File: src/rtl/sub_pkg.sv
// Shared types and helpers for the bit-serial subtractor.
package sub_pkg;

    // Control states of the serial subtractor; 2-bit encoding.
    typedef enum logic [1:0] {
        IDLE = 2'd0,
        RUN  = 2'd1,
        DONE = 2'd2
    } state_t;

    // Default operand width and its matching bit-counter width.
    localparam int DEF_WIDTH = 4;
    localparam int CNT_W     = $clog2(DEF_WIDTH);

    // Bit-counter width for an arbitrary operand width (at least one bit).
    function automatic int cnt_bits(input int w);
        return (w <= 2) ? 1 : $clog2(w);
    endfunction

endpackage

File: src/rtl/full_subtractor.sv
// One-bit full subtractor: d = a - b - bin, bout is the borrow out of this bit.
module full_subtractor (
    input  logic a,
    input  logic b,
    input  logic bin,
    output logic d,
    output logic bout
);

    // Difference bit and borrow-out of a single bit position.
    always_comb begin
        d    = a ^ b ^ bin;
        bout = (~a & b) | (~(a ^ b) & bin);
    end

endmodule

File: src/rtl/serial_subtractor.sv
// Bit-serial subtractor: diff = a - b - bin, one bit per clock, LSB first.
// Handshake: a transfer happens on a rising edge where valid and ready are both
// high; the sender holds its payload steady until that edge, and valid never
// depends combinationally on ready. Operands are taken only in IDLE; the result
// is held in DONE until the sink accepts it.
module serial_subtractor
    import sub_pkg::*;
#(
    parameter int WIDTH = 4
) (
    input  logic             clk,
    input  logic             rst_n,
    input  logic             in_valid,
    output logic             in_ready,
    input  logic [WIDTH-1:0] a,
    input  logic [WIDTH-1:0] b,
    input  logic             bin,
    output logic             out_valid,
    input  logic             out_ready,
    output logic [WIDTH-1:0] diff,
    output logic             bout,
    output logic             ovf,
    output logic [1:0]       dbg_state
);

    localparam int CW = cnt_bits(WIDTH);
    localparam logic [CW-1:0] LAST = CW'(WIDTH - 1);

    state_t           state, state_nxt;
    logic [WIDTH-1:0] a_sr, b_sr, diff_r;
    logic [CW-1:0]    cnt;
    logic             borrow, a_msb, b_msb, bout_r, ovf_r;
    logic             fs_d, fs_bout;
    logic             last_bit;

    // Single subtractor cell fed by the LSBs of the operand shift registers.
    full_subtractor u_fs (
        .a    (a_sr[0]),
        .b    (b_sr[0]),
        .bin  (borrow),
        .d    (fs_d),
        .bout (fs_bout)
    );

    assign last_bit  = (state == RUN) && (cnt == LAST);
    assign in_ready  = (state == IDLE);
    assign out_valid = (state == DONE);
    assign diff      = diff_r;
    assign bout      = bout_r;
    assign ovf       = ovf_r;
    assign dbg_state = state;

    // State register; reset aborts any operation in flight.
    always_ff @(posedge clk or negedge rst_n) begin
        if (!rst_n) state <= IDLE;
        else        state <= state_nxt;
    end

    // Next-state logic: accept in IDLE, WIDTH bit steps in RUN, hold in DONE.
    always_comb begin
        state_nxt = state;
        case (state)
            IDLE:    if (in_valid)  state_nxt = RUN;
            RUN:     if (last_bit)  state_nxt = DONE;
            DONE:    if (out_ready) state_nxt = IDLE;
            default:                state_nxt = IDLE;
        endcase
    end

    // Datapath: load operands on accept, then one bit per clock; flags at last bit.
    always_ff @(posedge clk or negedge rst_n) begin
        if (!rst_n) begin
            a_sr   <= '0;
            b_sr   <= '0;
            diff_r <= '0;
            cnt    <= '0;
            borrow <= 1'b0;
            a_msb  <= 1'b0;
            b_msb  <= 1'b0;
            bout_r <= 1'b0;
            ovf_r  <= 1'b0;
        end else begin
            case (state)
                IDLE: begin
                    if (in_valid) begin
                        a_sr   <= a;
                        b_sr   <= b;
                        borrow <= bin;
                        a_msb  <= a[WIDTH-1];
                        b_msb  <= b[WIDTH-1];
                        cnt    <= '0;
                    end
                end
                RUN: begin
                    a_sr   <= a_sr >> 1;
                    b_sr   <= b_sr >> 1;
                    diff_r <= {fs_d, diff_r[WIDTH-1:1]};
                    borrow <= fs_bout;
                    if (last_bit) begin
                        cnt    <= '0;
                        bout_r <= fs_bout;
                        // fs_d becomes the result MSB on this edge.
                        ovf_r  <= (a_msb ^ b_msb) & (fs_d ^ a_msb);
                    end else begin
                        cnt <= cnt + 1'b1;
                    end
                end
                default: ;
            endcase
        end
    end

endmodule
File: config.mk
export PLATFORM = sky130hd
export DESIGN_NAME = serial_subtractor
export DESIGN_NICKNAME = d
export VERILOG_FILES = /design/src/rtl/sub_pkg.sv /design/src/rtl/full_subtractor.sv /design/src/rtl/serial_subtractor.sv
export SDC_FILE = /design/constraint.sdc
export NUM_CORES = 1
export LEC_CHECK = 0
export ABC_AREA = 1
export CELL_PAD_IN_SITES_DETAIL_PLACEMENT = 0
export CELL_PAD_IN_SITES_GLOBAL_PLACEMENT = 2
export CORE_MARGIN = 5
export CORE_UTILIZATION = 27
export CTS_CLUSTER_DIAMETER = 40
export CTS_CLUSTER_SIZE = 10
export DETAILED_ROUTE_END_ITERATION = 7
export PLACE_DENSITY = 0.82
export SLEW_MARGIN = 20
export SYNTH_ARGS = -nofsm -noshare
export SYNTH_HDL_FRONTEND = slang
export SYNTH_SLANG_ARGS = --single-unit
File: constraint.sdc
create_clock -name clk -period 1.45 [get_ports clk]
set_input_delay 0.145 -clock clk [delete_from_list [all_inputs] [get_ports clk]]
set_output_delay 0.145 -clock clk [all_outputs]
set_load 0.01 [all_outputs]
==> impl_metrics.tcl, run 1 <==
set metrics [dict create \
    hp-class "in -> async" \
    fin_ws_ns 0.06647 \
    postSynthCellCount 120 \
    crit_path_cell_trace "clkdlybuf4s50_1" \
    placed_area_mm2 0.001299 \
    grt_most_used_layer "met2" \
    initial_core_util_pct 28.50 \
    first_pass_iters 4 \
    status "finished clean" \
    drtAntennaViolNets 0 \
    slowest_stage "clkdlybuf4s50_1" \
    worst_slew_margin_rel_pct 81.51 \
    arrival_ns 1.24 \
    ys_warn_count 0 \
    core_area_mm2 0.003416 \
    clock_sinks 21 \
    start_kind "flop" \
    min_period_over_period_pct 95.42 \
    num_antenna_cells 0 \
    critPathTopFamily "buffers and inverters" \
    synth.area.top_cells "dfrtp_1, nand2_1, nand3_1" \
    r2r-end "ovf" \
    end_kind "primary output" \
    max_stage_delay_ns 0.54 \
    grtUsageMet1_pct 12.97 \
    hold_viol_final 0 \
    fillers 370 \
    cts_buffers 3 \
    avgSynthCellArea_um2 8.112 \
    synth_cell_types 15 \
    worstMarginPinSlew_ns 0.2773 \
    wl_mm 2.315 \
    synth_seq_area_share_pct 53.98 \
    fin_skew_ns 0.004046 \
    clock_latency_ns 0.30 \
    tritoncts "built" \
    fin_crit_ns 1.384 \
    drv_slew 0 \
    synth.top_cell.area_share_pct 53.98 \
    power_leakage_nw 0.7258 \
    via_per_inst 4.224 \
    cts_buffer_depth 2 \
    dieWidth_um 70.05 \
    stdcell_area_mm2 0.001379 \
    r2r_cells 7 \
    grt_start_max_net_pins 22 \
    wl_per_cell_um 11.29 \
    worst-path-max-fanout 3 \
    vias 866 \
    fmax_mhz 722.8 \
    fin_tns_setup_ns 0 \
    cellPowerDensity_mw_per_mm2 2086 \
    pin_count 23 \
    overflow 0 \
    netlist_area_um2 973.4 \
    area_delta_synth_final_pct 41.64 \
    path_buf_inv 1 \
    critPathKind "reg -> out" \
    post-synth-top-area-cell "dfrtp_1" \
    hpwl_mm 1.744 \
    required_ns 1.31 \
    die_area_mm2 0.004906 \
    ys_seq_elements 21 \
    place.gp.congestion 0.7354 \
    clock-root-buffer "clkbuf_4" \
    remaining_drc_errors 0 \
    die_h_um 70.05 \
    layout-drive-gt1-share_pct 20.75 \
    multi_input_area_um2 386.6 \
    dp_slack_ns 0.1114 \
    ir_worst_vdd_mv 0.7471 \
    port_buffers 22 \
    rows 21 \
    fin_util_pct 40.37 \
    first_global_vias 857 \
    met2_usage_pct 16.16 \
    r2r_start "borrow" \
    antenna_found_initial 0 \
    grt_pass1_wl_mm 4.022 \
    first_iter_violations 36 \
    fin_nets 175 \
    grt.total_usage_pct 10.08 \
    cts.clk_slew.worst_paths_ns 0.13 \
    maxCapViolCount 0 \
    synth_fp_nets 135 \
    seqCellArea_um2 526.8 \
    htreeDepth 1 \
    ff2ff_setup_slack_ns 0.10 \
    groute.layer.met3.usage_pct 2.582 \
    setup_viol 0 \
]
[stage by stage]
step / power, mW / instances / hold WS (ns)
finish: 2.876 / 205 / 0.1671
floorplan: 1.876 / 120 / -0.1506
global route: 3.163 / 205 / 0.1809
global placement: 2.483 / 194 / 0.4598
CTS: 2.859 / 203 / 0.1674
detailed placement: 2.489 / 194 / 0.4704
[synth_stat cells, drive strengths merged]
master / n
ha: 1
o31ai: 1
inv: 13
nor2: 4
nand2: 56
o21ai: 10
dfrtp: 21
nand3: 10
buf: 3
fa: 1
[cell families (layout without fill, tap and decap cells)]
kind of cell / Yosys count / count (layout) / synth area share, %
AND/OR/NAND/NOR: 70 / 70 / 29.31
flip-flops: 21 / 21 / 53.98
adder cells (fa/ha/maj): 2 / 2 / 3.342
AO/OA/AOI/OAI: 11 / 11 / 6.298
buffers and inverters: 16 / 55 / 7.069
[what timing repair did]
| item | CTS | global route |
|---|---|---|
| cloned | 0 | 0 |
| buffers inserted | 5 | 2 |
| hold buffers | 0 | 0 |
| setup endpoints to repair | 4 | 4 |
| pin swaps | 0 | 4 |
| resized for setup | 6 | 9 |
[per-layer routing]
layer  vias up  part of all wire (%)
met1       399                    48
met3         4                   3.7
met5         -                     0
met2        14                    47
met4         0                   1.3
li1        449                     -
[registers in the layout (all words and copies together), names as in the netlist]
register   flops
cnt            2
a_sr           4
b_msb          1
b_sr           4
a_msb          1
borrow         1
diff           4
dbg_state      2
ovf            1
bout           1
[report_power, final]
group | switching (mW) | internal, mW | leakage [nW]
logic | 0.823 | 0.740 | 0.443
registers | 0.174 | 0.847 | 0.265
clock network | 0.190 | 0.103 | 0.0177
[cell type report]
| cell class | instances | area share [%] |
|---|---|---|
| sequential | 21 | 38.20 |
| multi-input combinational | 83 | 28.04 |
| timing repair buffer | 38 | 24.05 |
| tap | 46 | 4.174 |
| inverter | 13 | 3.539 |
| clock buffer | 3 | 1.633 |
| clock inverter | 1 | 0.3630 |
[layout by cell type (no fill, tap or decap)]
| cell type | n |
|---|---|
| clkbuf_2 | 2 |
| nand3_1 | 9 |
| clkdlybuf4s15_1 | 1 |
| nor2_2 | 1 |
| nand3_2 | 1 |
| o31ai_1 | 1 |
| dfrtp_2 | 1 |
| buf_4 | 16 |
| dlymetal6s2s_1 | 1 |
| clkbuf_4 | 3 |
| nand2_2 | 1 |
| nor2_1 | 2 |
| nor2_4 | 1 |
| ha_1 | 1 |
| nand2_1 | 55 |
| clkdlybuf4s50_1 | 17 |
| inv_1 | 8 |
| inv_2 | 5 |
| o21ai_1 | 9 |
| dlygate4sd2_1 | 1 |
| fa_1 | 1 |
| dfrtp_1 | 20 |
| clkinv_2 | 1 |
| o21ai_2 | 1 |
[how the worst max path moves through the flow]
stage	from	endpoint	slack, ns	cells after the start
after floorplan	b_sr[0]	ovf	0.18	7
final	diff[1]	diff[1]	0.07	1
after global routing	borrow	ovf	-0.002	7
after detailed placement	dbg_state[0]	in_ready	0.11	2
after global placement	dbg_state[0]	in_ready	0.13	2
after CTS	dbg_state[1]	out_valid	0.004	4
No activity file was read; power rests on OpenSTA's default activity.
==> run 2, diff against run 1 <==
--- a/config.mk
+++ b/config.mk
@@ -13,6 +13,7 @@
 export CTS_CLUSTER_DIAMETER = 40
 export CTS_CLUSTER_SIZE = 10
 export DETAILED_ROUTE_END_ITERATION = 7
+export HOLD_SLACK_MARGIN = 0.03
 export PLACE_DENSITY = 0.82
 export SLEW_MARGIN = 20
 export SYNTH_ARGS = -nofsm -noshare
==> results of run 2 <==
No change in the layout: final DEF, timing and power equal those of run 1.
==> run 3, diff against run 2 <==
--- a/config.mk
+++ b/config.mk
@@ -15,6 +15,7 @@
 export DETAILED_ROUTE_END_ITERATION = 7
 export HOLD_SLACK_MARGIN = 0.03
 export PLACE_DENSITY = 0.82
+export SKIP_LAST_GASP = 1
 export SLEW_MARGIN = 20
 export SYNTH_ARGS = -nofsm -noshare
 export SYNTH_HDL_FRONTEND = slang
==> impl_metrics.tcl, run 3 (synthesis results as in run 1) <==
set metrics [dict create \
    htreeDepth 1 \
    drtAntennaViolNets 0 \
    fin_skew_ns 0.004046 \
    mostFrequentLayoutCells "nand2_1, dfrtp_1, clkdlybuf4s50_1" \
    area_delta_synth_final_pct 41.52 \
    num_antenna_cells 0 \
    rsz0062_at_grt "yes" \
    ir_worst_vdd_mv 0.7471 \
    fin_crit_ns 1.420 \
    worst-path-max-fanout 3 \
    layout-drive-gt1-share_pct 20.75 \
    place.gp.congestion 0.7354 \
    drv_slew 0 \
    cts_buffers 3 \
    post-place-cells 194 \
    wl_per_cell_um 11.30 \
    core_area_mm2 0.003416 \
    fin_nets 175 \
    vias 866 \
    grt_pass1_wl_mm 4.022 \
    end_kind "primary output" \
    arrival_ns 1.27 \
    setup_viol 0 \
    dieWidth_um 70.05 \
    power_leakage_nw 0.7290 \
    overflow 0 \
    postCtsHoldBufs 0 \
    worst_slew_margin_rel_pct 81.51 \
    hpwl_mm 1.744 \
    maxCapViolCount 0 \
    cellPowerDensity_mw_per_mm2 2086 \
    total_power_mw 2.874 \
    slowest_stage "dfrtp_1" \
    final_cells 205 \
    start_kind "flop" \
    setup.worst_path.start "dbg_state[1]" \
    final_common_cell "nand2_1" \
    cts_buffer_depth 2 \
    crit_path_cell_trace "buf_4, buf_4, dlygate4sd2_1" \
    first_iter_violations 36 \
    worstMarginPinSlew_ns 0.2773 \
    max_stage_delay_ns 0.42 \
    fin_util_pct 40.33 \
    die_h_um 70.05 \
    hp-class "in -> async" \
    rows 21 \
    port_buffers 22 \
    grt.total_usage_pct 10.08 \
    tritoncts "built" \
    remaining_drc_errors 0 \
    die_area_mm2 0.004906 \
    cp_common_cell "buf_4" \
    fmax_mhz 704.4 \
    clock_sinks 21 \
    via_per_inst 4.224 \
    status "finished clean" \
    grt_start_max_net_pins 22 \
    required_ns 1.31 \
    clock-root-buffer "clkbuf_4" \
    antenna_found_initial 0 \
    min_period_over_period_pct 97.91 \
    clock_latency_ns 0.30 \
    critPathKind "reg -> out" \
    hold_viol_final 0 \
    r2r_cells 7 \
    first_global_vias 857 \
    initial_core_util_pct 28.50 \
    wl_mm 2.316 \
    first_pass_iters 4 \
    r2r_start "borrow" \
    pin_count 23 \
    cts.clk_slew.worst_paths_ns 0.13 \
]
## run 3: cell types whose count changed in the layout (fill, tap and decap cells not counted), sizes merged
cell and delta:
clkdlybuf4s15 -1, dlygate4sd2 +1
## run 3: worst max-delay path, delay by kind of cell (launching register included)
family	cells	cell delay [ns]
DFF	1	0.42
buffers and inverters	3	0.54
## run 3: power breakdown
group          internal, mW  switching (mW)
Sequential            0.847           0.174
Clock                 0.103           0.190
Combinational         0.738           0.822
## run 3: stage by stage
stage | TNS (ns) | hold slack [ns] | setup slack, ns | area [um^2]
2_1_floorplan | 0 | -0.1506 | 0.1814 | 973.4
3_3_place_gp | 0 | 0.4598 | 0.1252 | 1299
3_5_place_dp | 0 | 0.4704 | 0.1114 | 1299
4_1_cts | -0.01704 | 0.1674 | -0.01704 | 1360
5_1_grt | -0.03749 | 0.1809 | -0.03545 | 1378
6_report | 0 | 0.1671 | 0.03036 | 1378
## run 3: layout make-up
type,count,area [um^2]
fill,369,2038
sequential,21,526.8
multi-input combinational,83,386.6
timing repair buffer,38,330.3
tap,46,57.56
inverter,13,48.80
clock buffer,3,22.52
clock inverter,1,5.005
## run 3: timing repair
item                       in CTS  in global routing
hold endpoints to repair        0                  0
buffers inserted                5                  2
pin swaps                       0                  4
setup endpoints to repair       4                  4
resized for setup               5                  9
## run 3: path summary, 6_finish.rpt
kind | to | slack, ns
max | dbg_state[1] | 0.03
max reg2reg | ovf | 0.10
max in group asynchronous | dbg_state[0] | 1.05
min in group clk | b_msb | 0.40
min | cnt[0] | 0.17
min reg2reg | cnt[0] | 0.49
## run 3: per-layer routing
layer,vias to the layer above,GRT usage [%],routed length (um)
met5,-,0,0
met4,0,3.830,29
met3,4,2.582,86
met2,14,16.16,1080
met1,399,12.97,1118
li1,449,-,-
